==> src/rtl/trng_sampler.sv <==
// Ring-oscillator sampler: synchronize, decimate, von Neumann debias, pack bytes LSB-first.
// A repetition-count health test latches a permanent failure that blocks all further output.
module trng_sampler #(
  parameter int SYNC_STAGES = 2,
  parameter int SAMPLE_DIV  = 4,
  parameter int REP_LIMIT   = 32
) (
  input  logic       clk,
  input  logic       rst,
  input  logic       rnd_in,
  input  logic       ena,
  input  logic       rd_ready,
  output logic [7:0] byte_out,
  output logic       byte_valid,
  output logic       overrun,
  output logic       health_fail
);

  typedef enum logic {EMPTY = 1'b0, HAVE_FIRST = 1'b1} pair_state_t;

  localparam logic [7:0] DIV_LAST = 8'(SAMPLE_DIV - 1);
  localparam logic [7:0] REP_LAST = 8'(REP_LIMIT - 1);

  logic [SYNC_STAGES-1:0] sync_q;
  logic                   s_rnd;
  logic [7:0]             div_q;
  logic                   strobe;
  pair_state_t            state_q, state_d;
  logic                   first_q;
  logic                   emit, emit_bit;
  logic [7:0]             rep_q;
  logic                   last_q;
  logic                   same_sample, rep_hit;
  logic [7:0]             asm_q;
  logic [2:0]             cnt_q;
  logic                   full_q;
  logic                   valid_q;
  logic                   capture, last_bit, drain, load_new, load_held;

  always_ff @(posedge clk) begin
    if (rst) sync_q <= '0;
    else     sync_q <= {sync_q[SYNC_STAGES-2:0], rnd_in};
  end
  assign s_rnd = sync_q[SYNC_STAGES-1];

  always_ff @(posedge clk) begin
    if (rst || !ena || (div_q == DIV_LAST)) div_q <= 8'd0;
    else                                    div_q <= div_q + 8'd1;
  end
  assign strobe = ena && (div_q == DIV_LAST);

  // Pair FSM: state register
  always_ff @(posedge clk) begin
    if (rst) state_q <= EMPTY;
    else     state_q <= state_d;
  end

  // Pair FSM: next state
  always_comb begin
    state_d = state_q;
    if (!ena) begin
      state_d = EMPTY;
    end else if (strobe) begin
      case (state_q)
        EMPTY:      state_d = HAVE_FIRST;
        HAVE_FIRST: state_d = EMPTY;
        default:    state_d = EMPTY;
      endcase
    end
  end

  // Pair FSM: outputs
  always_comb begin
    emit     = strobe && (state_q == HAVE_FIRST) && (s_rnd != first_q);
    emit_bit = first_q;
  end

  always_ff @(posedge clk) begin
    if (rst)                            first_q <= 1'b0;
    else if (strobe && state_q == EMPTY) first_q <= s_rnd;
  end

  // Repetition count runs on raw strobed samples, before debiasing.
  assign same_sample = (rep_q != 8'd0) && (s_rnd == last_q);
  assign rep_hit     = strobe && same_sample && (rep_q == REP_LAST);

  always_ff @(posedge clk) begin
    if (rst) begin
      rep_q       <= 8'd0;
      last_q      <= 1'b0;
      health_fail <= 1'b0;
    end else begin
      if (strobe) begin
        last_q <= s_rnd;
        if (!same_sample)        rep_q <= 8'd1;
        else if (rep_q != 8'hFF) rep_q <= rep_q + 8'd1;
      end
      if (rep_hit) health_fail <= 1'b1;
    end
  end

  // Handshake: a byte moves when byte_valid and rd_ready are both high in one
  // cycle; byte_out only changes when the register is empty or being drained.
  assign byte_valid = valid_q && !health_fail;
  assign drain      = byte_valid && rd_ready;
  assign capture    = emit && !full_q && !health_fail;
  assign last_bit   = capture && (cnt_q == 3'd7);
  assign load_new   = last_bit && (!byte_valid || drain);
  assign load_held  = full_q && drain;

  always_ff @(posedge clk) begin
    if (rst) begin
      asm_q    <= 8'h00;
      cnt_q    <= 3'd0;
      full_q   <= 1'b0;
      overrun  <= 1'b0;
      byte_out <= 8'h00;
      valid_q  <= 1'b0;
    end else begin
      if (capture) begin
        asm_q[cnt_q] <= emit_bit;
        cnt_q        <= cnt_q + 3'd1;
      end
      if (last_bit && !load_new) begin
        full_q  <= 1'b1;
        overrun <= 1'b1;
      end
      if (emit && full_q && !health_fail) overrun <= 1'b1;

      if (load_new) begin
        byte_out <= {emit_bit, asm_q[6:0]};
        valid_q  <= 1'b1;
      end else if (load_held) begin
        byte_out <= asm_q;
        full_q   <= 1'b0;
        valid_q  <= 1'b1;
      end else if (drain) begin
        valid_q  <= 1'b0;
      end
      if (health_fail) valid_q <= 1'b0;
    end
  end

endmodule

==> config.mk <==
export PLATFORM = sky130hd
export DESIGN_NAME = trng_sampler
export DESIGN_NICKNAME = d
export VERILOG_FILES = /design/src/rtl/trng_sampler.sv
export SDC_FILE = /design/constraint.sdc
export NUM_CORES = 1
export LEC_CHECK = 0
export CORE_MARGIN = 8
export CORE_UTILIZATION = 57
export DETAILED_ROUTE_END_ITERATION = 10
export PLACE_DENSITY = 0.78
export RECOVER_POWER = 100
export SLEW_MARGIN = 40
export SYNTH_ARGS = -nofsm -noshare
export SYNTH_HDL_FRONTEND = slang
export SYNTH_SLANG_ARGS = --single-unit
==> constraint.sdc <==
create_clock -name clk -period 2.3 [get_ports clk]
set_input_delay 0.46 -clock clk [delete_from_list [all_inputs] [get_ports clk]]
set_output_delay 0.46 -clock clk [all_outputs]
set_load 0.03 [all_outputs]
**Word-level counts from Yosys, hierarchy flattened**

Cells that the tools add are included.

- $add $sub $neg: 3
- Multiply operators: 0
- Div/mod/pow operators: 0
- $lt $le $gt $ge: 2
- Eq/ne operators: 7
- Shift operators: 0
- Muxes and demuxes: 16
- Bitwise logic cells: 2
- Reductions and logical operators: 33

Operator list:

| operator | count |
|---|---|
| 8-bit 2-to-1 mux | 4 |
| 1-bit logical AND | 18 |
| 8-bit by 1-bit adder with 8-bit output (second input constant) | 2 |
| 1-bit 2-to-1 mux | 9 |
| 8-bit bitwise mux | 1 |
| 8-bit by 2-bit == test with 1-bit output (second input constant) | 1 |
| 8-bit by 5-bit == test with 1-bit output (second input constant) | 1 |
| 8-bit inequality test (second input constant) | 1 |
| 8-bit nonzero test | 1 |
| 1-bit zero test | 5 |
| 3-bit by 4-bit less-than comparator with 1-bit output (second input constant) | 1 |
| 2-bit nonzero test | 2 |
| 2-bit OR reduction | 2 |
| 3-bit by 1-bit adder with 3-bit output (second input constant) | 1 |
| 1-bit demux with 3-bit select | 1 |
| 3-bit == test (second input constant) | 1 |
| 3-bit by 1-bit >= comparator with 1-bit output (second input constant) | 1 |
| 1-bit logical OR | 3 |
| 3-bit nonzero test | 1 |
| 2-bit by 1-bit inequality test with 1-bit output (second input constant) | 1 |
| 1-bit inverter | 2 |
| 1-bit one-hot mux with 2 select lines | 1 |
| 2-bit AND reduction | 1 |
| 1-bit == test | 1 |
| 1-bit inequality test | 1 |

- Bits in registers: 44
- Latch bits: 0
- Bits in writable memories: 0
- Memory bits (read-only): 0
- Input bits: 5
- Word-level logic and storage cells: 76
- Memories kept: 0

**Longest topological paths before layout**

- Word-level depth: 13
- Gate-level depth with buffers: 6
- Gate-level depth less buffers: 6

**Least setup slack after synthesis**

OpenSTA, ideal clock, no wires.

- Kind: register to register
- Start point: register div_q[5]
- End point: register asm_q[4]
- Arrival: 2.020 ns
- Data required time: 2.228 ns
- Setup slack: 0.208 ns
- Stages on the path, launching flop included: 6
- Path buffers: 1
- Period minus slack after synthesis: 2.092 ns
- Cells stage by stage: dfxtp_1 -> or4_4 -> or4_1 -> buf_6 -> nor4b_4 -> mux2i_1

- Cells in the longest elaborated chain, start to end: 6

Ends and longest elaborated chain:

| what | RTL line | RTL |
|---|---|---|
| start: declaration | 26 | `logic [7:0] div_q;` |
| start signal: assignment | 48 | `else div_q <= div_q + 8'd1;` |
| 8-bit by 2-bit == test with 1-bit output | 50 | `assign strobe = ena && (div_q == DIV_LAST);` |
| 1-bit logical AND | 50 |  |
| 1-bit logical AND (2 in series) | 74 | `emit = strobe && (state_q == HAVE_FIRST) && (s_rnd != first_q);` |
| 1-bit logical AND (2 in series) | 106 | `assign capture = emit && !full_q && !health_fail;` |
| end signal: indexed assignment | 121 | `asm_q[cnt_q] <= emit_bit;` |
| end: declaration | 34 | `logic [7:0] asm_q;` |

Every way passes these cells.
A chain may end at the register's enable or synchronous reset.

**Worst setup path in the final report**

- Start point: register div_q[4]
- End point: register asm_q[0]

The elaborated chain is that of the path after synthesis.

==> metrics.md <==
| Metric | Value |
|---|---|
| GRT Util Overall | 0.152 |
| Clock sink count | 44 |
| Worst IR Drop VDD | 0.392 mV |
| Pins Over Slew Limit | 0 |
| First-pass GRT wire length | 7380 um |
| Pwr Density | 539 mW/mm^2 |
| Final Hold Violating Endpoints | 0 |
| WL per Instance | 14.9 um |
| Clock Latency Late Sink | 0.36 ns |
| Logic gate share of total power | 0.031 |
| Pwr Total | 1.28 mW |
| Vias after detailed routing | 1633 |
| Fin worst setup slack | 0.136 ns |
| Largest net degree at the start of global routing | 14 |
| Sw Share | 0.207 |
| Final-layout fill cell count | 259 |
| Mean post-synth cell area | 9.49 um^2 |
| Hold EP | sync_q[1] |
| Number of synthesized register bits | 44 |
| Slowest cell on the critical path | or4_4 |
| Synth Net Count | 226 |
| Final GP Congestion | 0.844 |
| Int Pwr | 1.01 mW |
| Main area contributors after synthesis | dfxtp_1, mux2i_1, nand2b_1 |
| Share of flip-flops with an asynchronous set or reset | 0 |
| CTS tree | done |
| FP Rows | 21 |
| Setup tns final | 0 ns |
| Largest stage delay, worst path | 0.55 ns |
| WS Path Type | reg2reg |
| RSZ-0062 raised after global routing | no |
| Chip height | 76.0 um |
| Initial Util | 0.605 |
| Mapped Area | 0.00205 mm^2 |
| Die area | 0.00577 mm^2 |
| Detail-routed via count per cell | 5.59 |
| Layout Cells excl Fill | 292 |
| Final setup fails | 0 |
| Reg power frac | 0.602 |
| CTS buffer count | 5 |
| Post-layout min period | 2.16 ns |
| Reg clk slew, reported paths | 0.12 ns |
| Post-CTS setup buffers | 0 |
| Final core utilization | 0.699 |
| Placed cell count | 284 |
| Synth warn | 0 |
| NetSw | 0.264 mW |
| CP required | 2.60 ns |
| Fraction of final layout cells sized beyond drive strength 1 | 0.102 |
| Clk buf depth | 2 |
| Startpoint Class | flop |
| CP endpoint kind | flop |
| Worst slew pin tran | 0.626 ns |
| DRT antenna net count | 0 |
| Post-layout net count | 255 |
| Worst Skew | 0.0119 ns |
| Sequential element share of the synthesized area | 0.430 |
| First-pass detailed-route iteration total | 4 |
| FMAX | 462 MHz |
| Dpl hpwl | 3180 um |
| Cell taking the most area after synthesis | dfxtp_1 |
| Outcome | complete, no violations |
| Die Span X | 76.0 um |
| Cell Chain, Critical Path | or4_4 -> or4_1 -> buf_4 -> nor4_1 -> mux2i_1 |
| Routed WL | 4350 um |
| Synth top area share | 0.430 |
| Initial antenna violation count | 0 |
| Total congestion overflow | 0 |
| CP startpoint | div_q[4] |
| H-tree levels | 2 |
| Reg2reg path depth | 5 |
| Post-Syn Instances | 216 |
| Reg-to-reg endpoint | asm_q[0] |
| Hold Crit Class | reg2reg |
| Core box area | 0.00339 mm^2 |
| Hold path depth | 1 |
| Tcrit/Tclk final | 0.941 |
| Initial DRC Count | 107 |
| # DRC | 0 |
| IO buf count | 15 |
| R2r setup slk | 0.14 ns |
| Root Driver | clkbuf_4 |
| Io pins | 16 |
| Post-synth EDFFs | 0 |
| CP max FO | 6 |
| Post-synth cell types | 42 |
| Diodes inserted | 0 |
| Ys flop type | dfxtp_1 |
| Crit path DAT | 2.46 ns |
| Max-cap viol count | 0 |
| Clock share of power | 0.367 |
| Area Growth Syn to Fin | 15.6% |
| Crit path buf inv count | 1 |
| Post-placement setup slack | -0.0452 ns |
| RR Startpoint | div_q[4] |
| Leakage | 0.920 nW |
| Top cell family by delay on the critical path | simple AND/OR/NAND/NOR gates |
| Hold_sp | sync_q[0] |
| Vias in the first global route | 1561 |
| Slew margin rel. | 0.579 |
## layout make-up
class	count	area, um^2	area share
tap	46	57.6	0.0243
clock buffer	6	41.3	0.0174
clock inverter	2	35.0	0.0148
multi-input combinational	156	1080	0.456
inverter	7	26.3	0.0111
timing repair buffer	31	248	0.105
sequential	44	881	0.372
## how the worst max path moves through the flow
stage	cells after the start	endpoint
after detailed placement	6	asm_q[4]
after floorplan	5	asm_q[4]
after CTS	6	rep_q[6]
after global placement	6	asm_q[4]
final	5	asm_q[0]
after global routing	7	asm_q[7]
## layer usage
layer | GRT usage | wire [um] | vias to the layer above
li1 | - | - | 823
met1 | 0.190 | 2120 | 780
met2 | 0.235 | 1990 | 21
met3 | 0.0425 | 137 | 9
met4 | 0.0725 | 102 | 0
met5 | 0 | 0 | -
## worst reg2reg max path, cell delays in order (launching register included)
cell and delay, ns:
dfxtp_1 0.36, or4_4 0.55, or4_1 0.54, buf_4 0.19, nor4_1 0.27, mux2i_1 0.22
## kinds of logic after synthesis
group | count (synthesis) | share of synthesized area
buf+inv | 16 | 0.0360
simple gates | 97 | 0.297
xor+xnor | 10 | 0.0427
mux | 16 | 0.0781
fa+ha+maj | 5 | 0.0305
compound gates | 28 | 0.0866
flops | 44 | 0.430
## synth_stat cells, types with 3 or more instances
library cell / instances
a211oi_1: 3
and3_1: 5
o21ai_0: 4
nand2_1: 12
a21oi_1: 10
or3_1: 3
inv_1: 7
xor2_1: 6
mux2i_1: 16
nand3_1: 11
nor2b_1: 4
ha_1: 5
nand2b_1: 17
dfxtp_1: 44
a31oi_1: 4
nand4b_1: 3
xnor2_1: 4
nor3_1: 7
nor4b_1: 4
nor2_1: 17
clkbuf_1: 3
## power groups by stage
stage	Combinational [mW]	Sequential [mW]	Clock [mW]
floorplan	0.0218	0.785	0
global placement	0.0401	0.786	0
detailed placement	0.0412	0.786	0
CTS	0.0414	0.769	0.479
global route	0.0434	0.770	0.508
finish	0.0402	0.769	0.468
## flip-flops by register name, indices dropped and copies added, names as in the netlist
name         count
state_q          1
full_q           1
rep_q            8
div_q            8
health_fail      1
sync_q           2
valid_q          1
asm_q            8
emit_bit         1
cnt_q            3
byte_out         8
overrun          1
last_q           1
## what timing repair did
item | 4_1_cts | 5_1_grt
hold buffers | 0 | 0
cloned | 0 | 0
resized for setup | 1 | 1
setup endpoints to repair | 1 | 3
pin swaps | 0 | 0
## cells in the final DEF, fill, tap and decap left out, drive strengths merged, types with 4 or more instances in the layout
cell type	synthesis	routed
mux2i	16	16
nor4b	6	6
nand3	11	11
dfxtp	44	44
o21ai	4	4
inv	7	7
nand2	12	12
nor3	8	8
xor2	6	6
clkbuf	3	12
dlygate4sd3	0	11
a21oi	10	10
nand2b	17	17
xnor2	4	4
ha	5	5
buf	6	10
a31oi	4	4
nor2b	4	4
nor2	17	17
and3	5	5
## stage by stage
step | hold WS (ns) | cell area, um^2
floorplan | 0.414 | 2050
global placement | 0.436 | 2330
detailed placement | 0.433 | 2330
CTS | 0.459 | 2410
global route | 0.465 | 2370
finish | 0.457 | 2370
(Power assumes the default switching activity.)
